===== config.mk =====
export PLATFORM = sky130hd
export DESIGN_NAME = in_channel_writer
export DESIGN_NICKNAME = d
export VERILOG_FILES = /design/src/rtl/in_channel_pkg.sv /design/src/rtl/in_channel_store.sv /design/src/rtl/in_channel_writer.sv
export SDC_FILE = /design/constraint.sdc
export NUM_CORES = 1
export LEC_CHECK = 0
export BUFFER_PORTS_ARGS = -buffer_cell sky130_fd_sc_hd__buf_2
export CAP_MARGIN = 20
export CORE_ASPECT_RATIO = 0.5
export CORE_UTILIZATION = 50
export CTS_CLUSTER_SIZE = 8
export DETAILED_ROUTE_END_ITERATION = 10
export PLACE_DENSITY = 0.75
export RECOVER_POWER = 100
export SYNTH_ARGS = -nofsm -noshare
export SYNTH_HDL_FRONTEND = slang
export SYNTH_HIERARCHICAL = 1
export SYNTH_SLANG_ARGS = --single-unit

===== constraint.sdc =====
create_clock -name clock -period 2.15 [get_ports clock]
set_input_delay 0.43 -clock clock [delete_from_list [all_inputs] [get_ports clock]]
set_output_delay 0.43 -clock clock [all_outputs]
set_load 0.01 [all_outputs]

===== src/rtl/in_channel_pkg.sv =====
// Shared types and helpers for the input-channel producer block.
package in_channel_pkg;

  localparam int unsigned DefaultMemoryElementWidth = 12;

  typedef enum logic [1:0] {
    OPEN    = 2'd0,
    SEALED  = 2'd1,
    DRAINED = 2'd2
  } chanState_t;

  // Pointer increment with an explicit wrap, valid for any depth >= 1.
  function automatic int unsigned nextPtr(input int unsigned ptr, input int unsigned depth);
    return (ptr >= depth - 32'd1) ? 32'd0 : ptr + 32'd1;
  endfunction

endpackage


===== src/rtl/in_channel_store.sv =====
// Circular word store for the input channel: one write port, show-ahead read port,
// async reset to zero or to a supplied initial image.
module in_channel_store
  import in_channel_pkg::*;
#(
  parameter int unsigned MemoryElementWidth = DefaultMemoryElementWidth,
  parameter int unsigned NIn = 3,
  parameter int unsigned PtrWidth = 2,
  parameter int unsigned InitCount = 0,
  parameter logic [NIn*MemoryElementWidth-1:0] InitWords = '0
) (
  input  logic                          clock,
  input  logic                          reset,
  input  logic                          wrEn,
  input  logic [PtrWidth-1:0]           wrPtr,
  input  logic [MemoryElementWidth-1:0] wrData,
  input  logic [PtrWidth-1:0]           rdPtr,
  output logic [MemoryElementWidth-1:0] rdData
);

  logic [MemoryElementWidth-1:0] mem [NIn];

  // Entries beyond InitCount come out of reset as zero.
  always_ff @(posedge clock or posedge reset) begin
    if (reset) begin
      for (int i = 0; i < int'(NIn); i++) begin
        mem[i] <= (i < int'(InitCount)) ?
                  InitWords[i*MemoryElementWidth +: MemoryElementWidth] : '0;
      end
    end else if (wrEn) begin
      mem[wrPtr] <= wrData;
    end
  end

  assign rdData = mem[rdPtr];

endmodule


===== src/rtl/in_channel_writer.sv =====
// Producer side of the machine input channel: valid/ready intake, show-ahead pop port,
// sealed/drained tracking. Optional reset preload under `IN_CHANNEL_PRELOAD_EN.
module in_channel_writer
  import in_channel_pkg::*;
#(
  parameter int unsigned MemoryElementWidth = DefaultMemoryElementWidth,
  parameter int unsigned NIn = 3,
  parameter int unsigned CountWidth = $clog2(NIn + 1)
`ifdef IN_CHANNEL_PRELOAD_EN
  ,
  parameter int unsigned PreloadCount = 3,
  parameter logic [NIn*MemoryElementWidth-1:0] PreloadWords = {12'd11, 12'd22, 12'd33}
`endif
) (
  input  logic                          clock,
  input  logic                          reset,
  input  logic                          wrValid,
  input  logic [MemoryElementWidth-1:0] wrData,
  input  logic                          wrLast,
  output logic                          wrReady,
  input  logic                          rdPop,
  output logic [MemoryElementWidth-1:0] rdData,
  output logic                          rdValid,
  output logic [CountWidth-1:0]         inSize,
  output logic                          sealed,
  output logic                          drained,
  output logic                          underflow,
  output logic                          overflow
);

  localparam int unsigned PtrWidth = (NIn > 1) ? $clog2(NIn) : 1;

`ifdef IN_CHANNEL_PRELOAD_EN
  if (PreloadCount > NIn) begin : gBadPreload
    $error("in_channel_writer: PreloadCount exceeds NIn");
  end
  localparam int unsigned ResetCount = PreloadCount;
  localparam int unsigned ResetWrPtr = PreloadCount % NIn;
  localparam chanState_t  ResetState = (PreloadCount == NIn) ? SEALED : OPEN;
  localparam logic [NIn*MemoryElementWidth-1:0] InitWords = PreloadWords;
`else
  localparam int unsigned ResetCount = 0;
  localparam int unsigned ResetWrPtr = 0;
  localparam chanState_t  ResetState = OPEN;
  localparam logic [NIn*MemoryElementWidth-1:0] InitWords = '0;
`endif

  chanState_t              state, stateNext;
  logic [PtrWidth-1:0]     wrPtr, wrPtrNext, rdPtr, rdPtrNext;
  logic [CountWidth-1:0]   count, countNext;
  logic                    underflowNext, overflowNext;
  logic                    push, pop;
  logic [MemoryElementWidth-1:0] storeRdData;

  in_channel_store #(
    .MemoryElementWidth(MemoryElementWidth),
    .NIn               (NIn),
    .PtrWidth          (PtrWidth),
    .InitCount         (ResetCount),
    .InitWords         (InitWords)
  ) uStore (
    .clock (clock),
    .reset (reset),
    .wrEn  (push),
    .wrPtr (wrPtr),
    .wrData(wrData),
    .rdPtr (rdPtr),
    .rdData(storeRdData)
  );

  always_ff @(posedge clock or posedge reset) begin
    if (reset) begin
      state     <= ResetState;
      wrPtr     <= PtrWidth'(ResetWrPtr);
      rdPtr     <= '0;
      count     <= CountWidth'(ResetCount);
      underflow <= 1'b0;
      overflow  <= 1'b0;
    end else begin
      state     <= stateNext;
      wrPtr     <= wrPtrNext;
      rdPtr     <= rdPtrNext;
      count     <= countNext;
      underflow <= underflowNext;
      overflow  <= overflowNext;
    end
  end

  // Handshake, pointer/count update and seal/drain sequencing.
  always_comb begin
    stateNext     = state;
    wrPtrNext     = wrPtr;
    rdPtrNext     = rdPtr;
    countNext     = count;
    underflowNext = underflow;
    overflowNext  = overflow;

    wrReady = (state == OPEN) && (count < CountWidth'(NIn));
    push    = wrValid && wrReady;
    pop     = rdPop && (count != '0);

    if (push) wrPtrNext = PtrWidth'(nextPtr(32'(wrPtr), NIn));
    if (pop)  rdPtrNext = PtrWidth'(nextPtr(32'(rdPtr), NIn));

    case ({push, pop})
      2'b10:   countNext = count + CountWidth'(1);
      2'b01:   countNext = count - CountWidth'(1);
      default: countNext = count;
    endcase

    if (rdPop && (count == '0)) underflowNext = 1'b1;
    if (wrValid && (state != OPEN)) overflowNext = 1'b1;

    case (state)
      OPEN:    if (push && wrLast) stateNext = SEALED;
      SEALED:  if (countNext == '0) stateNext = DRAINED;
      DRAINED: stateNext = DRAINED;
      default: stateNext = OPEN;
    endcase
  end

  // Head word reads zero whenever the channel is empty.
  assign rdValid = (count != '0);
  assign rdData  = rdValid ? storeRdData : '0;
  assign inSize  = count;
  assign sealed  = (state != OPEN);
  assign drained = (state == DRAINED);

endmodule

* Word-level counts from Yosys, hierarchy flattened
Cells that the tools add are included.
** Cells by class
- Order comparisons :: 6
- Bitwise operators :: 2
- Equal/unequal tests :: 6
- Add/sub/neg operators :: 4
- Reduce and logical (&&, ||, !) cells :: 13
- Mux-type cells :: 13
** Operators with widths (count)
- $mux W12 :: 4
- $bwmux W36 :: 1
- $bmux W12 S2 :: 1
- $demux W12 S2 :: 1
- $mux W2 :: 4
- $logic_and A1 B1 Y1 :: 7
- $add A2 B1 Y2 const B :: 3
- $ge A3 B3 Y1 const B :: 2
- $logic_not A2 Y1 :: 3
- $not A2 Y3 :: 2
- $pmux W2 S3 :: 1
- $eq A2 B1 Y1 const B :: 2
- $eq A2 B2 Y1 const B :: 2
- $ge A2 B2 Y1 const B :: 2
- $pmux W2 S2 :: 1
- $reduce_bool A2 Y1 :: 2
- $lt A3 B1 Y1 const B :: 1
- $lt A2 B2 Y1 const B :: 1
- $ne A2 B1 Y1 const B :: 1
- $ne A2 B2 Y1 const B :: 1
- $reduce_and A2 Y1 :: 1
- $sub A2 B1 Y2 const B :: 1
** Storage, ports and cells
- Output and inout bits :: 20
- Register bits :: 46
- Word-level logic and storage cells :: 53
- Input bits :: 17

* Depth between registers and ports, before layout
- Depth in word-level cells :: 8
- Mapped depth :: 8
- Mapped depth without buffers :: 8

* By module
The synthesis kept the hierarchy.
** By module, submodules not included
- in_channel_store :: seq. area each 900.9 sq um, area each 1607.8 sq um, instances 1, cells each 107
- in_channel_writer :: seq. area each 250.2 sq um, area each 619.3 sq um, instances 1, cells each 65

* Least setup slack after synthesis
OpenSTA, ideal clock, no wires.
- Kind :: flip-flop to flip-flop
- Start :: register count[0] (netlist: inSize[0])
- End :: register state[0]
- Library setup time :: 0.125 ns
- Path buffers :: 1
- Slack :: -0.027 ns
- Data arrival time :: 2.053 ns
- Data required time :: 2.025 ns
- Cell stages (with the launch flop) :: 9
- Period minus slack after synthesis :: 2.177 ns
- Cell sequence :: dfrtp_1 buf_4 o21ai_0 inv_1 ha_1 and4bb_2 nor2_2 a21oi_2 mux2_2
** Between the ends
- Elaborated cells between the ends (all ways) :: 15
- Classes of those cells :: add/sub (2); order compare (1); eq/ne (4); mux (1); reduce/logical (7)
** RTL lines
- start, declared :: RTL line in_channel_writer.sv:50 : logic [CountWidth-1:0] count, countNext;
- start signal, assigned :: RTL line in_channel_writer.sv:76 : count <= CountWidth'(ResetCount);
- start signal, assigned :: RTL line in_channel_writer.sv:83 : count <= countNext;
- $reduce_bool A2 Y1 (*) :: RTL line in_channel_writer.sv:100 : pop = rdPop && (count != '0);
- $logic_and A1 B1 Y1 (*) :: RTL line in_channel_writer.sv:100
- net pop :: RTL line in_channel_writer.sv:52 : logic push, pop;
- $eq A2 B1 Y1 or $eq A2 B2 Y1 (tied branches) :: RTL line in_channel_writer.sv:105 : case ({push, pop})
- $pmux W2 S2 (*) :: RTL line in_channel_writer.sv:105
- $logic_not A2 Y1 (*) :: RTL line in_channel_writer.sv:116 : SEALED: if (countNext == '0) stateNext = DRAINED;
- $ne A2 B2 Y1 (no source line) (*)
- $reduce_and A2 Y1 (no source line) (*)
- end signal, assigned :: RTL line in_channel_writer.sv:73 : state <= ResetState;
- end signal, assigned :: RTL line in_channel_writer.sv:80 : state <= stateNext;
- end, declared :: RTL line in_channel_writer.sv:48 : chanState_t state, stateNext;
The timed path passes the listed nets; every way through them passes the cells marked *.
A chain may end at the register's enable or synchronous reset.

* Final worst setup path
- Start :: register state[0]
- End :: register state[0]
** Between the ends
- Cells in the longest elaborated chain, start to end :: 8
- Elaborated cells between the ends (all ways) :: 14
- Classes of those cells :: eq/ne (6); mux (2); reduce/logical (6)
** RTL lines
- $logic_not A2 Y1 :: RTL line in_channel_writer.sv:98, in_channel_writer.sv:114
- $logic_and A1 B1 Y1 :: RTL line in_channel_writer.sv:98 : wrReady = (state == OPEN) && (count < CountWidth'(NIn));
- $logic_and A1 B1 Y1 :: RTL line in_channel_writer.sv:99 : push = wrValid && wrReady;
- $eq A2 B1 Y1 or $eq A2 B2 Y1 (tied branches) :: RTL line in_channel_writer.sv:105
- $pmux W2 S2 :: RTL line in_channel_writer.sv:105
- $logic_not A2 Y1 :: RTL line in_channel_writer.sv:116
- $ne A2 B2 Y1 (no source line)
- $reduce_and A2 Y1 (no source line)
Parallel ways exist; a longest one is shown, timed or not.

==> metrics.txt <==
YS warnings 6; cells after synthesis 172; CP Capture Type flop; Min-Delay Path Class input port to asynchronous set/reset pin; TritonCTS clock tree built; Layout Cells excl Fill 274; status completed; Hold Worst Slack 0.0986 ns; CORE AREA 4080 um^2; TritonCTS Buffers 5; critical path class flop to flop; clk root buf clkbuf_8; Area Growth Syn to Fin 17.6%; fin util 64.1%; drt wl/cell 15.2 um; I/O pins 37; Worst-Margin Slew 0.882 ns; CTS H-Tree Depth 2; Die Width 96.4 um; FF-to-FF Start state[0]$_DFFE_PP0P_; Synth Area per Inst 12.9 um^2; post-route minimum period 2.04 ns; worst endpoint required time 2.34 ns; worst setup margin 0.112 ns; GRT overflow 0; Final Hold Fails 0; drt drc 0; Starting Density 54.5%; vias per cell 5.23; Die Span Y 49.2 um; DIE AREA 4740 um^2; FP Rows 16; Inserted Diodes 0; mapped cell area 2230 um^2; Power Dens Cells 1490 nW/um^2; post-synthesis sequential area ratio 51.7%; via count of the first global-routing pass 1,472; nature of the critical path startpoint flop; skew final 0.00558 ns; relative slew slack 41.2%; area fraction of the dominant cell type after synthesis 51.7%; fillers 331; initial drt markers 65; clk slew on worst S/H paths 0.08 ns; fmax 491 MHz; Placed Cells 266; DP HPWL 2.79 mm; Post-Synthesis Net Count 194; dpl ws 0.000726 ns; nets@finish 241; Total Routed Length 4.17 mm; largest net degree at the start of global routing 37; CTS Sinks 46; Final Cycle Share 94.8%; Total Power 3.90 mW; hold_buf cts 0; post-synth top area cell dfrtp_1; commonest non-fill, non-tap cell in the layout dfrtp_1; Leak 1.23 nW; proportion of layout cells with a drive suffix above 1 44.5%; VDD IR-drop max 0.682 mV; Max Fanout on Critical Path 5; first-pass GRT wire length 6.83 mm; Arr. time, crit path 2.23 ns; most frequent cells in the layout dfrtp_1 (46), mux2_2 (39), buf_2 (33), nor2b_1 (13); final setup vio count 0; max-slew violations 0; Area contributors post-synth dfrtp_1 (52%), mux2_2 (20%), mux2i_1 (5.4%), o2bb2ai_1 (4.7%), nor2b_1 (3.7%); crit path from state[0]$_DFFE_PP0P_; worst-case clock buffer depth 2; GRT Util Overall 20.1%; initial antenna violation count 0; Port Buffer Count 36; post-route ant nets 0; Skew-Pair Late Insertion Delay 0.30 ns; First-pass DRT Iterations 3; Synth Register Bits 46; post-synth cell types 28; vias 1,433; max cap viols 0; Final GP Congestion 0.736
==> metrics by stage <==
step | instance area [um^2] | setup TNS (ns)
floorplan | 2230 | 0
global placement | 2510 | 0
detailed placement | 2510 | 0
CTS | 2620 | 0
global route | 2620 | -0.00188
finish | 2620 | 0
==> power breakdown <==
group	total [mW]	internal (mW)	switching (mW)
clock	0.546	0.260	0.286
combinational	1.86	0.987	0.871
sequential	1.50	1.26	0.237
total	3.90	2.51	1.39
==> registers in the layout, summed over array words and instances (netlist names) <==
signal and count:
state 2, inSize 2, uStore/mem 36, wrPtr 2
rdPtr 2, underflow 1, overflow 1
==> final cells by class <==
class                           count  area [um^2]  share of cell area [%]
Sequential cell                    46         1150                    44.0
Multi-Input combinational cell    110         1020                    38.9
Timing Repair Buffer               48          260                    9.94
Clock buffer                        7         86.3                    3.30
Tap cell                           54         67.6                    2.58
Inverter                            8         30.0                    1.15
Clock inverter                      1         5.00                   0.191
==> critical path, stage by stage (launching register included) <==
cell	delay, ns
dfrtp_1	0.40
inv_1	0.11
ha_1	0.19
nand3_2	0.12
ha_4	0.27
and4bb_2	0.30
nor2_2	0.04
a21oi_2	0.15
mux2_2	0.34
==> synth_stat cells <==
| master | n |
|---|---|
| clkbuf_1 | 2 |
| a21oi_1 | 1 |
| nand2_1 | 5 |
| buf_2 | 1 |
| o2bb2ai_1 | 12 |
| nor3b_1 | 1 |
| a21oi_2 | 1 |
| xor2_1 | 1 |
| o31a_1 | 1 |
| nor3b_2 | 1 |
| inv_1 | 8 |
| nand3b_1 | 2 |
| dfrtp_1 | 46 |
| mux2i_1 | 12 |
| and4bb_2 | 1 |
| ha_1 | 5 |
| xnor2_1 | 2 |
| nand2_2 | 1 |
| nor2_2 | 1 |
| nand3_1 | 1 |
| a21o_1 | 3 |
| o21ai_0 | 2 |
| nor2_1 | 3 |
| nor3_1 | 1 |
| mux2_2 | 39 |
| a31oi_1 | 1 |
| buf_4 | 5 |
| nor2b_1 | 13 |
==> final timing paths <==
path | to | slack (ns) | cells after the start
setup / recovery | state[0]$_DFFE_PP0P_ | 0.11 | 8
hold / removal | wrPtr[1]$_DFFE_PP0P_ | 0.1 | 2
setup reg to reg | state[0]$_DFFE_PP0P_ | 0.11 | 8
hold reg to reg | overflow$_DFFE_PP0P_ | 0.46 | 1
max in group asynchronous | uStore/mem[11]$_DFFE_PP0P_ | 1.21 | 3
min in group clock | underflow$_DFFE_PP0P_ | 0.34 | 2
==> timing repair <==
item                                    in CTS  in global routing
endpoints found under the setup margin       2                  2
gates resized for setup                      1                  2
setup buffers                                0                  0
==> metal layers <==
metal  vias up  share of wire, %  GRT usage, %
met3         7               3.6          5.14
met2        25                45          30.9
li1        696                 -             -
met1       705                49          26.5
met4         0               2.0          10.3
met5         -                 0             0
==> cells by family (layout without fill, tap and decap cells) <==
group                      after synthesis  count (layout)  share of synthesized area (%)
DFF                                     46              46                           51.7
AOI/OAI and AO/OA                       21              21                           7.47
adders and majority gates                5               5                           2.81
buffers and inverters                   16              64                           3.60
and+or+nand+nor                         30              30                           8.15
xor gates and xnor gates                 3               3                           1.18
muxes                                   51              51                           25.1
Note: power is estimated with default switching activity, not from simulation.
